$ cat src/rtl/sfifo_prog.sv
// Synchronous FIFO with registered occupancy flags and sticky error flags.
// Define SFIFO_FWFT_EN for first-word-fall-through reads; default is 1-cycle read latency.
module sfifo_prog #(
  parameter int WIDTH      = 8,
  parameter int DEPTH      = 16,
  parameter int CWIDTH     = 4,
  parameter int AFULL_THR  = DEPTH - 4,
  parameter int AEMPTY_THR = 2
) (
  input  logic              clk,
  input  logic              reset,
  input  logic [WIDTH-1:0]  wdata,
  input  logic              i_wreq,
  output logic              o_wready,
  input  logic              i_rreq,
  output logic              o_rready,
  output logic [WIDTH-1:0]  rdata,
  output logic              o_rvalid,
  output logic              fifo_isfull,
  output logic              fifo_isempty,
  output logic              fifo_afull,
  output logic              fifo_aempty,
  output logic [CWIDTH:0]   fifo_count,
  output logic              o_overflow,
  output logic              o_underflow
);

  localparam logic [CWIDTH:0] CNT_FULL = (CWIDTH+1)'(DEPTH);
  localparam logic [CWIDTH:0] CNT_AF   = (CWIDTH+1)'(AFULL_THR);
  localparam logic [CWIDTH:0] CNT_AE   = (CWIDTH+1)'(AEMPTY_THR);

  logic [WIDTH-1:0]  mem [DEPTH];
  logic [CWIDTH-1:0] wr_ptr;
  logic [CWIDTH-1:0] rd_ptr;
  logic              wr_acc;
  logic              rd_acc;
  logic [CWIDTH:0]   cnt_nxt;

  assign wr_acc = i_wreq && !fifo_isfull;
  assign rd_acc = i_rreq && !fifo_isempty;

  always_comb begin
    cnt_nxt = fifo_count;
    unique case ({wr_acc, rd_acc})
      2'b10:   cnt_nxt = fifo_count + 1'b1;
      2'b01:   cnt_nxt = fifo_count - 1'b1;
      default: cnt_nxt = fifo_count;
    endcase
  end

  // Flags come from the next count so they change on the same edge as it.
  always_ff @(posedge clk) begin
    if (reset) begin
      wr_ptr       <= '0;
      rd_ptr       <= '0;
      fifo_count   <= '0;
      fifo_isfull  <= 1'b0;
      fifo_isempty <= 1'b1;
      fifo_afull   <= 1'b0;
      fifo_aempty  <= 1'b1;
      o_wready     <= 1'b1;
      o_rready     <= 1'b0;
      o_overflow   <= 1'b0;
      o_underflow  <= 1'b0;
    end else begin
      if (wr_acc) wr_ptr <= wr_ptr + 1'b1;
      if (rd_acc) rd_ptr <= rd_ptr + 1'b1;
      fifo_count   <= cnt_nxt;
      fifo_isfull  <= (cnt_nxt == CNT_FULL);
      fifo_isempty <= (cnt_nxt == '0);
      fifo_afull   <= (cnt_nxt >= CNT_AF);
      fifo_aempty  <= (cnt_nxt <= CNT_AE);
      o_wready     <= (cnt_nxt != CNT_FULL);
      o_rready     <= (cnt_nxt != '0);
      if (i_wreq && fifo_isfull)  o_overflow  <= 1'b1;
      if (i_rreq && fifo_isempty) o_underflow <= 1'b1;
    end
  end

  always_ff @(posedge clk) begin
    if (wr_acc && !reset) mem[wr_ptr] <= wdata;
  end

`ifdef SFIFO_FWFT_EN
  // Head word is shown directly; forced to zero while empty.
  assign rdata    = fifo_isempty ? '0 : mem[rd_ptr];
  assign o_rvalid = !fifo_isempty;
`else
  always_ff @(posedge clk) begin
    if (reset) begin
      rdata    <= '0;
      o_rvalid <= 1'b0;
    end else begin
      o_rvalid <= rd_acc;
      if (rd_acc) rdata <= mem[rd_ptr];
    end
  end
`endif

endmodule

$ cat config.mk
export PLATFORM = sky130hd
export DESIGN_NAME = sfifo_prog
export DESIGN_NICKNAME = d
export VERILOG_FILES = /design/src/rtl/sfifo_prog.sv
export SDC_FILE = /design/constraint.sdc
export NUM_CORES = 1
export LEC_CHECK = 0
export ABC_AREA = 1
export CAP_MARGIN = 20
export CORE_MARGIN = 2
export CORE_UTILIZATION = 55
export CTS_CLUSTER_DIAMETER = 80
export CTS_CLUSTER_SIZE = 16
export DETAILED_ROUTE_END_ITERATION = 16
export GPL_TIMING_DRIVEN = 0
export PLACE_DENSITY = 0.85
export SLEW_MARGIN = 10
export SYNTH_ARGS = -nofsm -noshare
export SYNTH_HDL_FRONTEND = slang
export SYNTH_SLANG_ARGS = --single-unit
$ cat constraint.sdc
create_clock -name clk -period 2.7 [get_ports clk]
set_input_delay 0.405 -clock clk [delete_from_list [all_inputs] [get_ports clk]]
set_output_delay 0.405 -clock clk [all_outputs]
set_load 0.005 [all_outputs]
Word-level counts from Yosys, hierarchy flattened:

Memories as Yosys holds them, arrays and structs flattened. A register that Yosys moved wholly into a read port is not among the register bits.
Cells that the tools add are included.

* reductions and logical operators: 10
* mux-type cells: 3
* order comparisons: 2
* add/subtract/negate cells: 4
* equality and inequality tests: 4

Operators by type and width (number)
* case mux 5 bit (2 select lines): 1
* adder 4 x 1 -> 4 bit, second input constant: 2
* adder 5 x 1 -> 5 bit, second input constant: 1
* equality test 5 bit, second input constant: 1
* >= comparator 5 x 4 -> 1 bit, second input constant: 1
* less-or-equal comparator 5 x 2 -> 1 bit, second input constant: 1
* logical AND 1 bit: 5
* zero test 5 bit: 1
* != test 5 bit, second input constant: 1
* nonzero test 5 bit: 1
* subtractor 5 x 1 -> 5 bit, second input constant: 1
* zero test 1 bit: 3
* equality test 2 x 1 -> 1 bit, second input constant: 1
* equality test 2 bit, second input constant: 1
* two-way mux 1 bit: 2

* memory bits (writable): 128
* memories: 1
* word-level logic and storage cells: 36
* bits of input ports: 12
* flip-flop bits (word level): 22

Memories
* mem: words 16, width 8, read ports 1, clocked after Yosys merged registers in 1, wr ports 1, line 32 `logic [WIDTH-1:0] mem [DEPTH];`

Depth between registers and ports, before layout:

Gate-level depths: netlist (run 1).

* depth in word-level cells: 5
* mapped depth: 16

Worst setup path before layout (run 1):

OpenSTA, ideal clock, no wires.

* path kind: input-to-reg
* start: in i_rreq
* end: reg o_wready
* stages on the path: 10
* setup slack: 0.793 ns
* buffers on the path: 1
* setup time: 0.109 ns
* arrival time: 1.798 ns
* cell sequence: inv_2 nor2_8 buf_2 ha_1 o21ai_0 nand2_1 nor2_4 nand3_2 nor2_4 inv_2

* longest elaborated chain between the ends: 4
* elaborated cells on any way between the ends: 5
* those cells by class: 3 x eq/ne; 1 x mux; 1 x reduce/logical

Ends and longest elaborated chain
* from (decl): line 15 `input logic i_rreq,`
* logical AND 1 bit (*): line 40 `assign rd_acc = i_rreq && !fifo_isempty;`
* equality test 2 x 1 -> 1 bit / equality test 2 bit (equally long branches): line 44 `unique case ({wr_acc, rd_acc})`
* case mux 5 bit (2 select lines) (*): line 44
* != test 5 bit (*): line 73 `o_wready <= (cnt_nxt != CNT_FULL);`
* to (signal assigned): line 73
* to (decl): line 14 `output logic o_wready,`

Every way passes the cells marked *; elsewhere a longest branch is shown, timed or not.
A chain may end at the register's enable or synchronous reset.

Final worst setup path (run 1):

Same ends and word-level chain as after synthesis.

==> results by group, run 1 <==
Synth
  – Syn avg cell area: 11.5 sq um
  – Cells after Synth: 563
  – Synth Net Count: 583
  – Post-synth EDFFs: 128
  – Synthesized area: 6470 sq um
  – Synth warn: 0
  – Seq/Total Area, Yosys: 68.7%
  – Netlist cell types: 30
  – Most frequently used flop master after synthesis: edfxtp_1
  – Ys async rst share: 0%
  – Register bit total from synthesis: 158
  – Synth area leader: edfxtp_1
  – Synth area leaders: edfxtp_1, dfxtp_1, nor2_1, o21ai_0, o221ai_1
  – Top-area cell type share of the netlist area: 59.4%

Timing
  – Relative slew slack: 40.1%
  – Max Freq: 422 MHz
  – Final worst path period need: 2.37 ns
  – Slew Viols, Final: 0
  – RSZ-0062 raised after global routing: no
  – Final Skew: 0.00686 ns
  – Hold_ws: 0.474 ns
  – Final Hold Viols: 0
  – Fin crit share: 87.7%
  – Final setup viols: 0
  – Final setup TNS: 0 ns
  – Worst-margin pin slew: 0.894 ns

Global routing
  – Global route total overflow: 0
  – All-layer global routing usage: 26.4%
  – First-pass GRT wire length: 25200 um
  – Vias in the first global route: 4697
  – Largest net degree at the start of global routing: 17
  – Initial antenna violation count: 0

Clocking
  – Post_cts resized: 0
  – CTS HTree Levels: 4
  – CTS clk-pin slew, worst paths: 0.06 ns
  – CTS sink count: 158
  – Clk_lat worst skew: 0.43 ns
  – CTS Root Cell: clkbuf_16
  – Post-CTS setup buffers: 0
  – Cts hold-fix bufs: 0
  – Clock Path Buffers: 2
  – CTS Buf Count: 17
  – CTS tree: built

Pwr
  – VDD IR max: 590 uV
  – Power Total: 0.00578 W
  – Cell area power density: 766 nW/um^2
  – P_leak: 2.69 nW

Critical path
  – Required @ worst endpoint: 3.03 ns
  – Crit path DAT: 2.69 ns
  – Worst Setup Start Kind: primary input
  – Crit Path Category: primary input to flip-flop
  – Critical-path maximum fanout: 10
  – Endpoint class of the critical path: flip-flop

Drt
  – ANT nets after route: 0
  – Drt pass-1 iters: 6
  – Drt via density: 6.30
  – Residual DRC: 0
  – Routed via count: 4897
  – 1st-iter DRT viols: 831
  – Routed length per instance: 20.8 um
  – Routed WL: 16200 um

Finish
  – Commonest non-fill, non-tap cells in the layout: edfxtp_1, nor2_1, o21ai_0
  – Fill cell total of the finished layout: 743
  – Final nets: 641
  – Ratio of cells with drive above 1 in the final layout: 10.9%
  – Area growth, synth to finish: 16.7%
  – Most common cell after layout, fill and taps aside: edfxtp_1
  – N_diodes: 0

Status
  – Status: finished, final reports clean

Flow run
  – Max Cap Violations: 0

Floorplan
  – Top Ports: 34
  – Initial Utilization: 56.4%
  – Die Ht: 112 um
  – # rows: 39
  – Die Area: 12600 sq um
  – Core box area: 11500 sq um
  – Die width: 112 um

Placed design
  – GPL Wtd Cong: 0.888
  – Buffers on Ports: 33
  – HPWL Detailed: 10500 um

Min path
  – Hold WC Path Type: flip-flop to flip-flop
## stage by stage
stage	util [%]	std cells	area, sq um	setup WS, ns
2_1_floorplan	-	563	6470	0.793
6_report	65.8	777	7550	0.331
4_1_cts	65.7	774	7530	0.370
3_5_place_dp	61.1	742	7010	-0.0814
5_1_grt	65.8	777	7550	0.231
3_3_place_gp	60.9	739	6980	-0.110
## layer usage
layer | vias to the layer above | track usage (%) | wire, um
met4 | 0 | 11.5 | 528
met2 | 340 | 43.3 | 8060
met5 | - | 0 | 0
met3 | 53 | 6.32 | 1780
met1 | 2381 | 33.8 | 5810
li1 | 2123 | - | -
## area by class of cell
cell class                 instances  area [sq um]  area share (%)
timing repair buffer              39           368            4.87
sequential                       158          4440            58.9
clock buffer                      21           450            5.97
tap                              143           179            2.37
buffer                            29           133            1.76
clock inverter                    11          72.6           0.961
inverter                          40           150            1.99
multi-input combinational        336          1750            23.2
## cell usage after synthesis, types with 2 or more instances
library cell,count
inv_1,37
nand2_4,2
buf_4,2
inv_2,3
nand2_1,42
buf_2,12
a21oi_1,19
edfxtp_1,128
nand3_2,4
clkbuf_1,13
ha_1,8
nand2_2,4
o22ai_1,4
o21ai_0,70
nor2_4,2
nand3_1,34
dfxtp_1,30
o21ai_1,6
nor2_1,99
o221ai_1,24
nor3_1,11
## flip-flops by register name, summed over array words and instances, names as in the netlist
signal,cells
o_rready,1
o_wready,1
mem,128
o_overflow,1
o_rvalid,1
fifo_isfull,1
fifo_count,5
wr_ptr,4
fifo_afull,1
fifo_isempty,1
o_underflow,1
rd_ptr,4
rdata,8
fifo_aempty,1
## kinds of logic (layout without fill, tap and decap cells)
family | Yosys count | after routing | share of synthesized area, %
flops | 158 | 158 | 68.7
simple gates | 201 | 201 | 13.9
compound gates | 125 | 125 | 11.2
xor+xnor | 2 | 2 | 0.271
fa+ha+maj | 8 | 8 | 1.55
buf+inv | 69 | 140 | 4.37
## power breakdown
group | switching (W) | leakage (nW) | internal (W) | total (W)
sequential | 0.0000618 | 1.40 | 0.00271 | 0.00278
clock | 0.000930 | 0.239 | 0.00119 | 0.00212
combinational | 0.000559 | 1.06 | 0.000328 | 0.000887
## worst paths after layout
check               startpoint     endpoint  slack, ns  cells past startpoint
hold / removal     o_underflow  o_underflow       0.47                      2
setup / recovery        i_rreq     o_wready       0.33                     14
setup reg to reg  fifo_isempty     o_wready       0.47                     12
hold reg to reg    o_underflow  o_underflow       0.47                      2
## worst max-delay path, cell delays in order
cell and delay, ns:
clkdlybuf4s50_1 0.50, inv_2 0.07, nor2_8 0.15, buf_2 0.28, ha_1 0.29, a21oi_1 0.11, inv_1 0.09, nand4_1 0.14
nand3_1 0.10, nand3_1 0.10, nand2_1 0.16, nand2_2 0.11, nor2_4 0.14, inv_2 0.03
Note: power is estimated with default switching activity, not from simulation.
==> inputs of run 2 (changes only) <==
Settings changed: CORE_ASPECT_RATIO set to 2, REMOVE_ABC_BUFFERS set to 1.
==> run 2 against run 1 <==
Compared with the run above: fmax fell by 3.8%; via count fell by 4.5%; final cell count fell by 3.5%; sequential share of layout area fell by 0.17 points; sequential power barely moved; worst hold slack improved by 0.0033 ns; clock power rose by 15%; utilization fell by 0.72 points; global-route usage rose by 0.87 points; die area rose by 0.41%.
==> results by group, run 2 (synthesis gave the netlist of run 1 again) <==
Status
  – Status: finished, final reports clean

Pwr
  – Cell area power density: 801 nW/um^2 (+4.5%)
  – Power Total: 0.00606 W (+4.8%)
  – P_leak: 2.70 nW (about the same)
  – VDD IR max: 714 uV (+21%)

Drt
  – Drt pass-1 iters: 6 (unchanged)
  – Drt via density: 6.24 (-1.1%)
  – Routed via count: 4677 (-4.5%)
  – Routed length per instance: 21.3 um (+2.2%)
  – 1st-iter DRT viols: 722 (-13%)
  – Routed WL: 15900 um (-1.4%)
  – ANT nets after route: 0 (unchanged)
  – Residual DRC: 0 (unchanged)

Floorplan
  – Die width: 80.7 um (-28%)
  – Top Ports: 34 (unchanged)
  – Die Area: 12700 sq um (+0.41%)
  – Initial Utilization: 55.6% (-0.79 points)
  – # rows: 56 (+44%)
  – Die Ht: 157 um (+40%)
  – Core box area: 11600 sq um (+1.4%)

Finish
  – Area growth, synth to finish: 17.1%
  – Most common cell after layout, fill and taps aside: edfxtp_1
  – Max FFs per register: 128 (unchanged)
  – N_diodes: 0 (unchanged)
  – Finished Layout Cells: 750 (-3.5%)
  – Ratio of cells with drive above 1 in the final layout: 10.4% (-0.47 points)
  – Most flops, register: mem
  – Commonest non-fill, non-tap cells in the layout: edfxtp_1, nor2_1, o21ai_0
  – Largest regs: mem: 128 flops, rdata: 8 flops, fifo_count: 5 flops
  – Final nets: 612 (-4.5%)

Clocking
  – CTS sink count: 158 (unchanged)
  – Post-CTS setup buffers: 0 (unchanged)
  – CTS tree: built
  – CTS Buf Count: 17 (unchanged)
  – CTS Root Cell: clkbuf_16
  – CTS clk-pin slew, worst paths: 0.06 ns (about the same)
  – CTS HTree Levels: 4 (unchanged)
  – Clock Path Buffers: 2 (unchanged)
  – Clk_lat worst skew: 0.42 ns (about the same)

Min path
  – Hold WC Path Type: flip-flop to flip-flop

Timing
  – Fin crit share: 91.2% (+3.5 points)
  – RSZ-0062 raised after global routing: no
  – Final Skew: 0.0109 ns (+0.00407 ns)
  – Final Hold Viols: 0 (unchanged)
  – Final setup viols: 0 (unchanged)
  – Final worst path period need: 2.46 ns (+0.0936 ns)
  – Relative slew slack: 27.7% (-12 points)
  – Final setup TNS: 0 ns (unchanged)
  – Max Freq: 406 MHz (-3.8%)
  – Worst-margin pin slew: 1.08 ns (+0.191 ns)
  – Slew Viols, Final: 0 (unchanged)

Global routing
  – Initial antenna violation count: 0 (unchanged)
  – Global route total overflow: 0 (unchanged)
  – All-layer global routing usage: 27.3% (+0.87 points)
  – Vias in the first global route: 4728 (+0.66%)
  – First-pass GRT wire length: 25200 um (about the same)
  – Largest net degree at the start of global routing: 62 (+45)

Placed design
  – GPL Wtd Cong: 0.817 (-8.0%)
  – HPWL Detailed: 9670 um (-7.6%)
  – Buffers on Ports: 33 (unchanged)
  – Placed instance count: 717 (-3.4%)

Critical path
  – Critical-path maximum fanout: 25 (+15)
  – Worst Setup Start Kind: primary input
  – Crit Path Category: primary input to flip-flop
  – Endpoint class of the critical path: flip-flop
  – Crit path DAT: 2.78 ns (+0.09 ns)
  – Required @ worst endpoint: 3.02 ns (about the same)

Flow run
  – Max Cap Violations: 0 (unchanged)
## run 2: cell count changes in the layout (fill, tap and decap cells not counted), sizes merged
cell,delta
buf,-15
bufinv,+3
clkbuf,-14
clkdlybuf4s50,-1
clkinv,+1
clkinvlp,-6
dlygate4sd2,+1
inv,+2
## run 2: worst paths after layout
path | startpoint | to | slack [ns] | cells past startpoint
worst min register to register | o_underflow | o_underflow | 0.48 | 2
worst max-delay path | i_rreq | o_wready | 0.24 | 13
worst min-delay path | o_underflow | o_underflow | 0.48 | 2
worst max register to register | rd_ptr[1] | rdata[4] | 0.34 | 9
## run 2: worst max-delay path, cell delays in order
cell and delay [ns]:
clkdlybuf4s50_1 0.49, inv_2 0.07, nor2_8 0.37, nand2_4 0.12, nand2_1 0.11, nand2_2 0.07
ha_1 0.28, o21ai_0 0.31, nand2_1 0.15, nor2_4 0.14, nand3_2 0.12, nor2_4 0.12
inv_2 0.03
## run 2: where the power goes
| part | switching [W] | internal (W) |
|---|---|---|
| clock network | 0.000927 | 0.00150 |
| registers | 0.0000781 | 0.00271 |
| logic | 0.000520 | 0.000323 |
| total | 0.00152 | 0.00454 |
## run 2: final cells by class
cell class,count,area (sq um)
flip-flops and latches,158,4450
fillers,843,4060
multi-input cells,336,1780
clock buffers,21,460
repair buffers,39,414
well taps,145,181
inverters,40,153
clock inverters,11,139
## run 2: routing by layer
metal  up-vias  track usage, %  routed length, um
met5         -               0                  0
met4         0            17.8                899
li1       2070               -                  -
met2       303            45.4               8500
met3        68            5.56               1130
met1      2236            31.3               5420
## run 2: through the flow
stage	hold slack [ns]	cell area, sq um	utilization [%]	setup slack (ns)
6_report	0.477	7570	65.1	0.238
5_1_grt	0.538	7570	65.1	0.0458
4_1_cts	0.486	7540	64.8	0.0884
3_5_place_dp	0.467	6940	59.6	-0.478
3_3_place_gp	0.454	6850	58.9	-1.26
2_1_floorplan	0.460	6340	-	0.0349
## run 2: repair_timing
item	CTS	global route
gates resized for setup	4	2
pin swaps	0	0
endpoints found under the setup margin	28	2
hold buffers	0	0
